**src/rtl/env_emulator.sv**
```systemverilog
// Experiment environment emulator: fast-gate train, start pulse, detector dead time.
// Optional phase jitter on the first gate is enabled by defining ENV_EMULATOR_JITTER_EN.
module env_emulator #(
  parameter int FG_PERIOD_CYC   = 2000000,
  parameter int FG_OPEN_CYC     = 20000,
  parameter int FG_COUNT        = 10,
  parameter int START_DELAY_CYC = 5000000,
  parameter int START_WIDTH_CYC = 20000,
  parameter int BUSY_CYC        = 1280000
) (
  input  logic clock,
  input  logic reset,
  input  logic enable,
  input  logic detector_trigger,
  output logic fg_signal,
  output logic start_signal,
  output logic detector_ready,
  output logic overrun,
  output logic fg_done
);

  localparam int PW = (FG_COUNT < 2) ? 1 : $clog2(FG_COUNT + 1);
  localparam logic [31:0] LOW_LEN = 32'(FG_PERIOD_CYC - FG_OPEN_CYC);
  localparam logic [31:0] OPEN    = 32'(FG_OPEN_CYC);
  localparam logic [31:0] S_BEG   = 32'(START_DELAY_CYC);
  localparam logic [31:0] S_END   = 32'(START_DELAY_CYC + START_WIDTH_CYC);
  localparam logic [31:0] BUSY_M1 = 32'(BUSY_CYC - 1);
  localparam logic [PW-1:0] LAST  = PW'(FG_COUNT - 1);

  typedef enum logic [2:0] {IDLE, PHASE, LOW, HIGH, DONE} state_t;

  state_t      state, state_n;
  logic [31:0] cnt, cnt_n;
  logic [31:0] plen, plen_n;
  logic [31:0] scnt, scnt_n;
  logic [PW-1:0] pcnt, pcnt_n;
  logic [31:0] phase_len;

`ifdef ENV_EMULATOR_JITTER_EN
  logic [23:0] lfsr;

  // free-running LFSR, sampled when a run begins
  always_ff @(posedge clock or negedge reset) begin
    if (!reset) lfsr <= 24'h000001;
    else        lfsr <= {lfsr[22:0], lfsr[23] ^ lfsr[22] ^ lfsr[21] ^ lfsr[16]};
  end

  assign phase_len = {8'd0, lfsr} % 32'(FG_PERIOD_CYC);
`else
  assign phase_len = '0;
`endif

  // fast-gate and start-pulse state registers
  always_ff @(posedge clock or negedge reset) begin
    if (!reset) begin
      state        <= IDLE;
      cnt          <= '0;
      plen         <= '0;
      scnt         <= '0;
      pcnt         <= '0;
      fg_signal    <= 1'b0;
      start_signal <= 1'b0;
      fg_done      <= 1'b0;
    end else begin
      state        <= state_n;
      cnt          <= cnt_n;
      plen         <= plen_n;
      scnt         <= scnt_n;
      pcnt         <= pcnt_n;
      fg_signal    <= (state_n == HIGH);
      fg_done      <= (state_n == DONE);
      start_signal <= enable && (scnt_n >= S_BEG) && (scnt_n < S_END);
    end
  end

  // next-state: gate sequencing and start counter
  always_comb begin
    state_n = state;
    cnt_n   = cnt + 32'd1;
    plen_n  = plen;
    pcnt_n  = pcnt;
    scnt_n  = scnt;
    if (!enable) begin
      state_n = IDLE;
      cnt_n   = '0;
      pcnt_n  = '0;
      scnt_n  = '0;
    end else begin
      if (state == IDLE)     scnt_n = '0;
      else if (scnt < S_END) scnt_n = scnt + 32'd1;
      unique case (state)
        IDLE: begin
          cnt_n   = '0;
          pcnt_n  = '0;
          plen_n  = phase_len;
          state_n = (phase_len == 32'd0) ? LOW : PHASE;
        end
        PHASE: begin
          if (cnt == plen - 32'd1) begin
            state_n = LOW;
            cnt_n   = '0;
          end
        end
        LOW: begin
          if (cnt == LOW_LEN - 32'd1) begin
            state_n = HIGH;
            cnt_n   = '0;
          end
        end
        HIGH: begin
          if (cnt == OPEN - 32'd1) begin
            cnt_n = '0;
            if (FG_COUNT != 0 && pcnt == LAST) begin
              state_n = DONE;
            end else begin
              state_n = LOW;
              if (FG_COUNT != 0) pcnt_n = pcnt + PW'(1);
            end
          end
        end
        DONE:    cnt_n = cnt;
        default: state_n = IDLE;
      endcase
    end
  end

  logic        trig_q, trig_qq, edge_q, en_q;
  logic        raw_edge;
  logic [31:0] bcnt;

  assign raw_edge = trig_q & ~trig_qq;

  // detector dead-time emulation, independent of enable
  always_ff @(posedge clock or negedge reset) begin
    if (!reset) begin
      trig_q         <= 1'b0;
      trig_qq        <= 1'b0;
      edge_q         <= 1'b0;
      en_q           <= 1'b0;
      bcnt           <= '0;
      detector_ready <= 1'b1;
      overrun        <= 1'b0;
    end else begin
      trig_q  <= detector_trigger;
      trig_qq <= trig_q;
      en_q    <= enable;
      edge_q  <= raw_edge & detector_ready;
      if (edge_q) begin
        detector_ready <= 1'b0;
        bcnt           <= BUSY_M1;
      end else if (!detector_ready) begin
        if (bcnt == 32'd0) detector_ready <= 1'b1;
        else               bcnt <= bcnt - 32'd1;
      end
      if (raw_edge && !detector_ready) overrun <= 1'b1;
      else if (enable && !en_q)        overrun <= 1'b0;
    end
  end

endmodule

```
**config.mk**
```make
export PLATFORM = sky130hd
export DESIGN_NAME = env_emulator
export DESIGN_NICKNAME = d
export VERILOG_FILES = /design/src/rtl/env_emulator.sv
export SDC_FILE = /design/constraint.sdc
export NUM_CORES = 1
export LEC_CHECK = 0
export ABC_AREA = 1
export CORE_ASPECT_RATIO = 0.6
export CORE_MARGIN = 2
export CORE_UTILIZATION = 40
export CTS_CLUSTER_SIZE = 16
export DETAILED_ROUTE_END_ITERATION = 8
export PLACE_DENSITY_LB_ADDON = 0.25
export SYNTH_ARGS = -nofsm -noshare
export SYNTH_HDL_FRONTEND = slang
export SYNTH_SLANG_ARGS = --single-unit
```
**constraint.sdc**
```tcl
create_clock -name clock -period 4.6 [get_ports clock]
set_clock_uncertainty 0.15 [all_clocks]
set_input_delay 1.15 -clock clock [delete_from_list [all_inputs] [get_ports clock]]
set_output_delay 1.15 -clock clock [all_outputs]
set_load 0.1 [all_outputs]
```
# Yosys cells after proc, flatten, opt, wreduce, memory -nomap -nowiden
# Cells that the tools add are included.
# op_classes
addsub	4
mul	0
div_mod_pow	0
magnitude_cmp	3
n_eq_ne	16
n_shift	0
muxes	26
bitwise_logic	3
n_reduce_logical	11
# op_table
cell	count
$mux 32	10
$pmux 32 s5	1
$add 32x1->32 const B	2
$lt 32x23->1 const B	2
$eq 32x15->1 const B	1
$eq 32x21->1 const B	1
$eq 32x32->1 const B	1
$ge 32x23->1 const B	1
$logic_not 32->1	1
$sub 32x1->32 const B	1
$mux 3	5
$pmux 3 s5	1
$mux 4	3
$eq 3x2->1 const B	3
$pmux 4 s2	1
$eq 3x3->1 const B	2
$ne 3x3->1 const B	2
$mux 1	5
$add 4x1->4 const B	1
$eq 4x4->1 const B	1
$logic_and 1x1->1	4
$ne 2x2->1 const B	2
$eq 3x1->1 const B	1
$logic_not 3->1	1
8 further kinds	10
# totals
register_bits	112
latchBits	0
mem_bits_rw	0
romBits	0
input_bits	4
out_inout_bits	5
elab_cells	77
memories	0

# Logic depth before layout (Yosys ltp)
# logic_depth
ltp_word	7
ltp_mapped	18
mapped_depth_nobuf	17

# Worst setup path before layout
# Ideal clock, no wire load.
# synth_path
path_type	input-to-reg
start	in enable
end	reg start_signal
t_arrival_ps	2160
t_required_ps	4333
path_slack_ps	2173
cell_stages	10
path_cell_list	inv_2 > a21oi_2 > inv_1 > clkbuf_1 > a41oi_1 > inv_1 > nand2_1 > nor2_1 > nand3_1 > nor2_1
# synth_via
elab_chain_cells	4
elab_cells_between_ends	5
classes_between	2 x order compare; 1 x mux; 2 x reduce/logical
# synth_rtl
element	line_no	text
start, declared	13	input logic enable,
$mux 32	83	if (!enable) begin
$ge 32x23->1	72	start_signal <= enable && (scnt_n >= S_BEG) && (scnt_n < S_END);
$logic_and 1x1->1	72	
$logic_and 1x1->1 *	72	
end signal, assigned	72	
end, declared	16	output logic start_signal,
# Mark *: on every way between the ends. The rest lies on a longest branch, timed or not.
# A chain may end at the register's enable or synchronous reset.

# Worst setup path in the final report
# layout_path
start	reg detector_ready
end	out detector_ready
# layout_rtl
element	line_no	text
start, declared	17	output logic detector_ready,
start signal, assigned	141	detector_ready <= 1'b1;
start signal, assigned	149	detector_ready <= 1'b0;
start signal, assigned	152	if (bcnt == 32'd0) detector_ready <= 1'b1;
# No word-level cell between the ends.

==> impl_metrics.yaml <==
clocking:
  cts_sinks: 112
  post_cts_buffers: 0
  cts.clk_slew.worst_paths_ps: 80
  ctsHoldBuffers: 0
  cts_tree: "yes"
  cts_buffers: 9
  ctsRootBufferMaster: "clkbuf_16"
  ctsHtreeMaxLevel: 3
  ctsLongestPathBuffers: 2
  clock_latency_ps: 360
  ctsResizeCount: 0
logic_synthesis:
  syn_area_um2: 6745
  ys_ff_latch: 112
  async_flop_share_pct: 100.0
  synth.distinct_cells: 49
  yosys.area.top_type: "dfrtp_1"
  syn_nets: 952
  ys_top_cells_by_area: "dfrtp_1 (41%), nand2_1 (12%), nor2_1 (8.8%)"
  yosysSeqAreaShare_pct: 41.57
  synth_cells: 943
  synth_top_area_share_pct: 41.18
  synth-edff-count: 0
  avgSynthCellArea_um2: 7.153
  synthFlopType: "dfrtp_1"
  synth-warning-count: 0
route:
  dr.pass1.iters: 5
  wl_per_cell_um: 13.95
  num_vias: 5917
  drt_iter0_drc: 496
  routed_wirelength_mm: 16.52
  drc: 0
  drt.antenna.violating_nets: 0
  avgViaCountPerCell: 4.997
placement:
  postPlaceCellArea_um2: 7043
  numPortBuffers: 8
  dp_hpwl_mm: 12.39
  pre_cts_slack_ps: 932.8
  gp_congestion: 0.8934
grt:
  grt_pass1_vias: 5283
  track_usage_pct: 19.83
  grt_pass1_wl_mm: 27.83
  antenna_found_initial: 0
  grt_max_degree: 50
  overflow: 0
setup_path:
  crit_arrival_ps: 2110
  slowest_delay_ps: 1150
  startpoint_type: "flop"
  path_cells: "clkdlybuf4s50_1"
  cp_slowest_cell: "clkdlybuf4s50_1"
  crit_type: "flop to output pin"
  crit_path_end_kind: "output pin"
  crit_buf_inv: 1
  critPathRequiredTime_ps: 3300
  cp_top_family: "buffers and inverters"
  critPathMaxFanout: 3
timing:
  worst_slack_ps: 1186
  fin_crit_sh_pct: 74.22
  maxSlewHeadroom_pct: 29.65
  hold_viol: 0
  worst_slew_pin_slew_ps: 1052
  fin_crit_ps: 3414
  rsz0062_at_grt: "false"
  setup_viol: 0
  setup_tns_ps: 0
  fmax_mhz: 292.9
  drv_slew: 0
  hold_slack_ps: 230.2
power_and_ir_drop:
  power_switching_mw: 0.6055
  switching_share_pct: 28.42
  p_per_area_nw_per_um2: 290.4
  p_leak_nw: 3.223
  p_int_mw: 1.525
  power_frac_comb_pct: 11.7
  power.share.clock_pct: 36.7
  total_power_mw: 2.130
  power_frac_seq_pct: 51.7
  vdd_ir_drop_max_v: 0.0002611
floorplanning:
  ioPinCount: 9
  fp.dieH_um: 104.6
  rows: 36
  fp.coreArea_um2: 16350
  die_area_um2: 17950
  die_x_um: 171.6
  start_util_pct: 41.25
hold_path:
  hold_path_class: "flop to flop"
cells_and_area:
  nFillCells: 1689
  area_delta_synth_final_pct: 8.755
  layout.nets: 960
  drive_gt1_share_pct: 7.636
  diodes: 0
  design_area_um2: 7336
run:
  max_cap_violations: 0
status:
  status: "completed"
[kinds of logic (layout without fill, tap and decap cells)]
logic type / count (synthesis) / in the layout / synth area share [%]
AND/OR/NAND/NOR: 560 / 560 / 37.17
buffers and inverters: 145 / 158 / 8.885
flip-flops: 112 / 112 / 41.57
AO/OA/AOI/OAI: 97 / 97 / 8.329
XOR/XNOR: 24 / 24 / 3.116
adder cells (fa/ha/maj): 5 / 5 / 0.9275
[state kept, by name (all words and copies together), names as in the netlist]
signal	count
bcnt	32
cnt	32
scnt	32
pcnt	4
state	3
detector_ready	1
edge_q	1
en_q	1
fg_done	1
fg_signal	1
overrun	1
start_signal	1
trig_q	1
trig_qq	1
[power groups by stage]
| stage | logic [mW] | clock network (mW) | registers [mW] |
|---|---|---|---|
| after floorplan | 0.160 | 0 | 1.12 |
| final | 0.249 | 0.781 | 1.10 |
| after global placement | 0.246 | 0 | 1.12 |
| after detailed placement | 0.248 | 0 | 1.12 |
| after global routing | 0.287 | 0.853 | 1.11 |
| after CTS | 0.251 | 0.804 | 1.10 |
[routing by layer]
metal / vias to the layer above / wire, um / GRT usage [%]
met1: 2689 / 9512 / 34.34
met3: 10 / 1209 / 5.341
met2: 153 / 5662 / 23.15
li1: 3065 / - / -
met4: 0 / 130 / 3.692
met5: - / 0 / 0
[metrics by stage]
step                      instances  util, %
after global placement         1168    43.07
after detailed placement       1168    43.07
after global routing           1184    44.87
after floorplan                 943        -
final                          1184    44.87
after CTS                      1184    44.87
[area by class of cell]
class                      count  area, um2  share of cell area (%)
tap                          228      285.3                   3.889
multi-input combinational    686       3342                   45.56
clock inverter                 5      40.04                  0.5458
sequential                   112       2804                   38.22
timing repair buffer          13      127.6                   1.740
inverter                     129      484.2                   6.601
clock buffer                  11      252.7                   3.445
[final timing paths]
| path | from | end | slack (ps) | depth (start not counted) |
|---|---|---|---|---|
| setup reg to reg | cnt[0] | cnt[29] | 1710 | 14 |
| hold / removal | trig_q | trig_qq | 230 | 0 |
| setup / recovery | detector_ready | detector_ready | 1190 | 1 |
| min in group asynchronous | reset | scnt[1] | 680 | 1 |
| max in group asynchronous | reset | detector_ready | 2810 | 2 |
| hold reg to reg | trig_q | trig_qq | 230 | 0 |
[synthesized netlist by cell type (all sizes together), types with 4 or more instances]
library cell  instances
o21ai                42
dfrtp               111
a21oi                33
inv                 127
xor2                 20
nand3b                4
buf                  10
nor4                  9
nand2               231
clkbuf                6
xnor2                 4
nor2                169
o31ai                 6
ha                    5
nor3                 39
nand3                77
nor3b                 4
nand4                24
[placed cells by master, fill, tap and decap left out, types with 2 or more instances in the layout]
cell,instances
nand2_1,220
nor2_1,159
inv_1,115
dfrtp_1,111
nand3_1,73
o21ai_0,39
nor3_1,34
a21oi_1,29
nand4_1,24
xor2_1,20
inv_2,12
clkbuf_16,9
nand2_2,8
nor2_2,8
nor4_1,8
clkdlybuf4s50_1,7
o31ai_1,6
ha_1,5
buf_4,5
a21oi_2,4
nand3_2,4
nand3b_1,4
xnor2_1,4
nor3_2,4
nand2_4,3
o211ai_1,3
nor3b_1,3
a211oi_1,3
clkinv_4,3
nor2_4,2
o21a_1,2
clkinv_1,2
o21ai_1,2
a21o_1,2
clkbuf_8,2
Note: power is estimated with default switching activity, not from simulation.
